### src/rtl/lcd_hd44780_writer_pkg.sv
// Shared types and HD44780 command constants for the character-LCD byte writer.
package lcd_pkg;

    typedef enum logic [2:0] {
        PWRUP,
        LOAD,
        SETUP,
        E_HIGH,
        HOLD,
        WAIT,
        IDLE
    } lcd_state_t;

    localparam logic [7:0] CMD_FUNC_8B2L = 8'h38;
    localparam logic [7:0] CMD_DISP_ON   = 8'h0C;
    localparam logic [7:0] CMD_ENTRY_INC = 8'h06;
    localparam logic [7:0] CMD_CLEAR     = 8'h01;
    localparam logic [7:0] CMD_HOME      = 8'h02;
    localparam logic [7:0] LINE2_ADDR    = 8'hC0;

    localparam int INIT_LEN = 6;

    // Clear (0x01) and Home (0x02/0x03) are the only commands needing the long execution wait.
    function automatic logic is_slow_cmd(input logic rs, input logic [7:0] b);
        return (rs == 1'b0) && (b[7:2] == 6'd0) && (b != 8'h00);
    endfunction

endpackage

### src/rtl/lcd_hd44780_writer_if.sv
// Valid/ready byte handshake between the text formatter and the LCD writer.
interface lcd_hd44780_writer_if;
    logic       iVALID;
    logic       iRS;
    logic [7:0] iBYTE;
    logic       oREADY;

    modport master (output iVALID, iRS, iBYTE, input oREADY);
    modport slave  (input iVALID, iRS, iBYTE, output oREADY);
endinterface

### src/rtl/lcd_hd44780_writer.sv
// Timed HD44780 8-bit byte writer: power-up delay, fixed init sequence, then
// handshaked command/character writes with setup, E pulse, hold and execution waits.
module lcd_hd44780_writer
    import lcd_pkg::*;
#(
    parameter int unsigned T_PWRUP = 750000,
    parameter int unsigned T_SETUP = 2,
    parameter int unsigned T_EPW   = 12,
    parameter int unsigned T_HOLD  = 2,
    parameter int unsigned T_CMD   = 2000,
    parameter int unsigned T_CLR   = 82000,
    parameter int unsigned CNT_W   = 20
) (
    input  logic                       iCLK,
    input  logic                       iRST,
    lcd_hd44780_writer_if.slave        up,
    output logic                       oINIT_DONE,
    output logic                       lcd_e,
    output logic                       lcd_rs,
    output logic                       lcd_rw,
    output logic [7:0]                 lcd_data
);

    localparam int unsigned T_ALL [0:5] = '{T_PWRUP, T_SETUP, T_EPW, T_HOLD, T_CMD, T_CLR};

    generate
        for (genvar gi = 0; gi < 6; gi++) begin : g_timing_check
            if (T_ALL[gi] == 0 || longint'(T_ALL[gi]) > (longint'(1) << CNT_W)) begin : g_bad
                $fatal(1, "lcd_hd44780_writer: timing parameter %0d is zero or exceeds CNT_W", gi);
            end
        end
    endgenerate

    function automatic logic [7:0] init_byte(input logic [2:0] idx);
        case (idx)
            3'd0, 3'd1, 3'd2: return CMD_FUNC_8B2L;
            3'd3:             return CMD_DISP_ON;
            3'd4:             return CMD_ENTRY_INC;
            3'd5:             return CMD_CLEAR;
            default:          return 8'h00;
        endcase
    endfunction

    lcd_state_t       state_reg, state_next;
    logic [CNT_W-1:0] cnt_reg, cnt_next;
    logic [2:0]       idx_reg, idx_next;
    logic             rs_reg, rs_next;
    logic [7:0]       data_reg, data_next;
    logic             done_reg, done_next;
    logic             e_reg;
    logic             ready_reg;

    always_ff @(posedge iCLK) begin
        if (iRST) begin
            state_reg <= PWRUP;
            cnt_reg   <= '0;
            idx_reg   <= 3'd0;
            rs_reg    <= 1'b0;
            data_reg  <= 8'h00;
            done_reg  <= 1'b0;
            e_reg     <= 1'b0;
            ready_reg <= 1'b0;
        end else begin
            state_reg <= state_next;
            cnt_reg   <= cnt_next;
            idx_reg   <= idx_next;
            rs_reg    <= rs_next;
            data_reg  <= data_next;
            done_reg  <= done_next;
            e_reg     <= (state_next == E_HIGH);
            ready_reg <= (state_next == IDLE);
        end
    end

    always_comb begin
        state_next = state_reg;
        cnt_next   = cnt_reg;
        idx_next   = idx_reg;
        rs_next    = rs_reg;
        data_next  = data_reg;
        done_next  = done_reg;
        case (state_reg)
            // Reset leaves the counter at zero, so power-up counts upward to its terminal value.
            PWRUP: begin
                if (cnt_reg == CNT_W'(T_PWRUP - 1)) begin
                    state_next = LOAD;
                    cnt_next   = '0;
                    idx_next   = 3'd0;
                    rs_next    = 1'b0;
                    data_next  = init_byte(3'd0);
                end else begin
                    cnt_next = cnt_reg + 1'b1;
                end
            end
            LOAD: begin
                state_next = SETUP;
                cnt_next   = CNT_W'(T_SETUP - 1);
            end
            SETUP: begin
                if (cnt_reg == '0) begin
                    state_next = E_HIGH;
                    cnt_next   = CNT_W'(T_EPW - 1);
                end else begin
                    cnt_next = cnt_reg - 1'b1;
                end
            end
            E_HIGH: begin
                if (cnt_reg == '0) begin
                    state_next = HOLD;
                    cnt_next   = CNT_W'(T_HOLD - 1);
                end else begin
                    cnt_next = cnt_reg - 1'b1;
                end
            end
            HOLD: begin
                if (cnt_reg == '0) begin
                    state_next = WAIT;
                    cnt_next   = is_slow_cmd(rs_reg, data_reg) ? CNT_W'(T_CLR - 1) : CNT_W'(T_CMD - 1);
                end else begin
                    cnt_next = cnt_reg - 1'b1;
                end
            end
            WAIT: begin
                if (cnt_reg != '0) begin
                    cnt_next = cnt_reg - 1'b1;
                end else if (idx_reg < 3'(INIT_LEN - 1)) begin
                    state_next = LOAD;
                    idx_next   = idx_reg + 3'd1;
                    rs_next    = 1'b0;
                    data_next  = init_byte(idx_reg + 3'd1);
                end else begin
                    // Index parks at INIT_LEN so later user writes also return straight to IDLE.
                    state_next = IDLE;
                    idx_next   = 3'(INIT_LEN);
                    done_next  = 1'b1;
                end
            end
            IDLE: begin
                if (up.iVALID) begin
                    state_next = SETUP;
                    cnt_next   = CNT_W'(T_SETUP - 1);
                    rs_next    = up.iRS;
                    data_next  = up.iBYTE;
                end
            end
            default: begin
                state_next = PWRUP;
                cnt_next   = '0;
            end
        endcase
    end

    assign up.oREADY  = ready_reg;
    assign oINIT_DONE = done_reg;
    assign lcd_e      = e_reg;
    assign lcd_rs     = rs_reg;
    assign lcd_rw     = 1'b0;
    assign lcd_data   = data_reg;

endmodule

### src/flat_wrapper.sv
// flat-port wrapper written by rule: the top's interface ports become plain ports
module lcd_hd44780_writer_flat import lcd_pkg::*;
#(
    parameter int unsigned T_PWRUP = 750000,
    parameter int unsigned T_SETUP = 2,
    parameter int unsigned T_EPW   = 12,
    parameter int unsigned T_HOLD  = 2,
    parameter int unsigned T_CMD   = 2000,
    parameter int unsigned T_CLR   = 82000,
    parameter int unsigned CNT_W   = 20
)
  (iCLK, iRST, oINIT_DONE, lcd_e, lcd_rs, lcd_rw, lcd_data, up_iVALID, up_iRS, up_iBYTE, up_oREADY);
  lcd_hd44780_writer_if up_i ();
  input  logic iCLK;
  input  logic iRST;
  output logic oINIT_DONE;
  output logic lcd_e;
  output logic lcd_rs;
  output logic lcd_rw;
  output logic [7:0] lcd_data;
  input wire logic [$bits(up_i.iVALID)-1:0] up_iVALID;
  input wire logic [$bits(up_i.iRS)-1:0] up_iRS;
  input wire logic [$bits(up_i.iBYTE)-1:0] up_iBYTE;
  output wire logic [$bits(up_i.oREADY)-1:0] up_oREADY;
  assign up_i.iVALID = up_iVALID;
  assign up_i.iRS = up_iRS;
  assign up_i.iBYTE = up_iBYTE;
  assign up_oREADY = up_i.oREADY;
  lcd_hd44780_writer #(.T_PWRUP(T_PWRUP), .T_SETUP(T_SETUP), .T_EPW(T_EPW), .T_HOLD(T_HOLD), .T_CMD(T_CMD), .T_CLR(T_CLR), .CNT_W(CNT_W)) u_core (.iCLK(iCLK), .iRST(iRST), .up(up_i), .oINIT_DONE(oINIT_DONE), .lcd_e(lcd_e), .lcd_rs(lcd_rs), .lcd_rw(lcd_rw), .lcd_data(lcd_data));
endmodule
### config.mk
export PLATFORM = sky130hd
export DESIGN_NAME = lcd_hd44780_writer_flat
export DESIGN_NICKNAME = d
export VERILOG_FILES = /design/src/rtl/lcd_hd44780_writer_pkg.sv /design/src/rtl/lcd_hd44780_writer_if.sv /design/src/rtl/lcd_hd44780_writer.sv /design/src/flat_wrapper.sv
export SDC_FILE = /design/constraint.sdc
export NUM_CORES = 1
export LEC_CHECK = 0
export ABC_AREA = 0
export CAP_MARGIN = 25
export CELL_PAD_IN_SITES_DETAIL_PLACEMENT = 1
export CELL_PAD_IN_SITES_GLOBAL_PLACEMENT = 1
export CORE_ASPECT_RATIO = 1.25
export CORE_MARGIN = 2
export CORE_UTILIZATION = 39
export CTS_CLUSTER_DIAMETER = 120
export CTS_CLUSTER_SIZE = 25
export DETAILED_ROUTE_END_ITERATION = 10
export HOLD_SLACK_MARGIN = 0.08
export PLACE_DENSITY = 0.88
export SETUP_SLACK_MARGIN = 0.4
export SYNTH_ARGS = -nofsm -noshare
export SYNTH_HDL_FRONTEND = slang
export SYNTH_SLANG_ARGS = --single-unit
### constraint.sdc
create_clock -name iCLK -period 2.4 [get_ports iCLK]
set_input_delay 0.24 -clock iCLK [delete_from_list [all_inputs] [get_ports iCLK]]
set_output_delay 0.24 -clock iCLK [all_outputs]
set_load 0.1 [all_outputs]
==> results of run 1 <==
## per-layer routing
metal,up-vias,global-route usage [%]
li1,1614,-
met1,1868,36.4
met2,283,60.9
met3,139,7.01
met4,0,25.7
met5,-,0
## worst min-delay path by stage
stage                                    end          startpoint  slack [ns]  depth (start not counted)
after global routing      u_core.lcd_data[6]         up_iBYTE[6]        0.49                          3
after global placement     u_core.oINIT_DONE   u_core.oINIT_DONE        0.46                          2
after detailed placement  u_core.lcd_data[7]  u_core.lcd_data[7]        0.48                          2
after CTS                 u_core.lcd_data[6]         up_iBYTE[6]        0.49                          3
final                     u_core.lcd_data[6]         up_iBYTE[6]        0.49                          3
after floorplan           u_core.lcd_data[6]         up_iBYTE[6]        0.37                          2
## cell families after synthesis
group,after synthesis,share of synthesized area [%]
buffers and inverters,44,6.60
AOI/OAI and AO/OA,127,29.9
xor gates and xnor gates,6,1.84
other,1,0.131
and+or+nand+nor,159,29.7
adders and majority gates,9,3.93
muxes,4,1.40
DFF,38,26.6
## cells in the final DEF, fill, tap and decap left out, drive strengths merged, types with 7 or more instances in the layout
cell,instances
clkdlybuf4s50,11
dfxtp,38
ha,9
nor3,20
o31ai,8
nand3,18
nor2,31
o21ai,31
inv,16
nor4,9
a21oi,31
nand2,32
buf,82
nand2b,8
a32oi,7
## power by group through the flow
stage	clock network [mW]	logic [mW]	registers, mW
final	0.455	0.760	0.669
after floorplan	0	0.349	0.677
after CTS	0.461	0.631	0.661
after global placement	0	0.522	0.674
after detailed placement	0	0.548	0.676
after global routing	0.480	0.788	0.670
## final cells by class
type                    count  area share, %
clock inverters             1          0.182
flip-flops and latches     38           18.9
inverters                  17           1.67
multi-input cells         306           55.7
clock buffers               6           1.76
well taps                  90           2.74
repair buffers             93           19.0
## stage by stage
step                hold WS (ns)  total power, mW
floorplan                  0.373             1.03
global placement           0.460             1.20
detailed placement         0.482             1.22
CTS                        0.493             1.75
global route               0.495             1.94
finish                     0.487             1.88
## critical path, delay by kind of cell (launching register included)
kind | cells | cell delay, ns
compound gates | 4 | 0.68
buf+inv | 3 | 0.46
flops | 1 | 0.35
simple gates | 2 | 0.88
## what timing repair did
action                                  4_1_cts  5_1_grt
resized for setup                            58       39
cloned                                        2        0
pin swaps                                    17       14
buffers inserted                             13        2
endpoints found under the setup margin       36       36
==> results.json, run 1 <==
{
  "status": "finished, violations left",
  "violations": "setup timing",
  "syn_area_per_cell_sq_um": 7.38,
  "crit-reg2reg-launch": "u_core.cnt_reg[10]",
  "p_int_mw": 1.13,
  "slowest_stage": "or4_4",
  "synthToLayoutAreaGrowth_pct": 43.7,
  "setup_ws_ns": -0.0775,
  "cts_tree": "done",
  "irDropWorstVdd_mv": 0.333,
  "final_area_sq_um": 4120,
  "slew_headroom_pct": 55.3,
  "synth_ff_type": "dfxtp_1",
  "grt.total_usage_pct": 34.9,
  "reg2regPathDepth": 9,
  "ys_seq_elements": 38,
  "top_layer": "met4",
  "startpoint_type": "register",
  "met1_length_mm": 5.27,
  "synth_commonest_cells": "dfxtp_1 (38), nand2_1 (32), a21oi_1 (31)",
  "dp.cells": 527,
  "wl_met3_mm": 1.01,
  "wl_met2_mm": 7.11,
  "setup_viol_count_final": 12,
  "crit_path_end": "u_core.cnt_reg[16]",
  "worst_pin_slew_ns": 0.666,
  "via_per_inst": 7.09,
  "synth_most_common_cell": "dfxtp_1",
  "cts_sinks": 38,
  "async_flop_share_pct": 0,
  "clk_latency_ns": 0.31,
  "switching_share_pct": 40.2,
  "grt_overflow": 0,
  "ys_seq_area_share_pct": 26.6,
  "drv_slew": 0,
  "drt-initial-drc-count": 398,
  "regArea_sq_um": 779,
  "cts_buffers": 5,
  "postSynthCellCount": 388,
  "syn_nets": 409,
  "report.final.hold_viol_count": 0,
  "seqPwrFrac_pct": 35.5,
  "path_clk_slew_ns": 0.09,
  "post_drt_wl_per_cell_um": 26.8,
  "postRouteAntennaNets": 0,
  "synth_area_leaders": "dfxtp_1 (27%), a21oi_1 (5.4%), o21ai_0 (5.2%)",
  "multi_input_area_sq_um": 2290,
  "place.gp.congestion": 0.934,
  "grt_pass1_vias": 4019,
  "synth_edf_count": 0,
  "largest_reg_flops": 20,
  "grt_max_degree": 27,
  "core-area_sq_um": 7020,
  "rsz0062_at_grt": "true",
  "antenna_found_initial": 0,
  "dp_hpwl_mm": 8.57,
  "post-place-ws_ns": -0.0450,
  "port_buffers": 23,
  "start_util_pct": 40.8,
  "cp-startpoint": "u_core.cnt_reg[10]",
  "drc_errors": 0,
  "wl_mm": 14.8,
  "hold_buffers": 0,
  "finish.utilization_pct": 58.6,
  "htreeDepth": 2,
  "cp-end-kind": "register",
  "place_area_sq_um": 3530,
  "die_h_um": 99.8,
  "r2r-end": "u_core.cnt_reg[16]",
  "min_path_type": "input pin to register",
  "skew_ns": 0.0147,
  "slowest_delay_ns": 0.52,
  "rows": 34,
  "root_buffer": "clkbuf_8",
  "r2r_slack_ns": -0.08,
  "layout-drive-gt1-share_pct": 35.8,
  "crit_type": "register to register",
  "die-area_sq_um": 8050,
  "ys_types": 62,
  "synth_top_area_cell": "dfxtp_1",
  "vias": 3904,
  "p_per_area_nw_per_um2": 458,
  "diodes": 0,
  "dr.pass1.iters": 5,
  "syn_area_sq_um": 2860,
  "crit_path_max_fanout": 5,
  "synth_top_cell_area_share_pct": 26.6,
  "critical_path_required_ns": 2.60,
  "maxCapViolCount": 0,
  "ios": 25,
  "p_sw_mw": 0.757,
  "clock_path_buffers": 2,
  "worstPathArrival_ns": 2.68,
  "fin_setup_tns_ns": -0.373,
  "period_share_pct": 103,
  "yosysWarnings": 0,
  "pwr-share-clk_pct": 24.2,
  "period_minus_slack_ns": 2.48,
  "p_leak_nw": 1.54,
  "stdcell_count": 551,
  "grt_pass1_wl_mm": 21.3,
  "fp.dieW_um": 80.6,
  "layout.nets": 482,
  "crit_chain": "or4_4 -> or3_4 -> buf_4 -> buf_6 -> o21ai_4 -> buf_6 -> o32ai_2 -> o21ai_1 -> o21ai_1",
  "nFillCells": 822,
  "max_freq_mhz": 404,
  "p_comb_share_pct": 40.3
}
(Power assumes the default switching activity.)
==> run 2: changes to the inputs <==
SLEW_MARGIN = 20   (was not set)
==> results of run 2 <==
The final DEF is identical to that of run 1; final timing and power are the same.
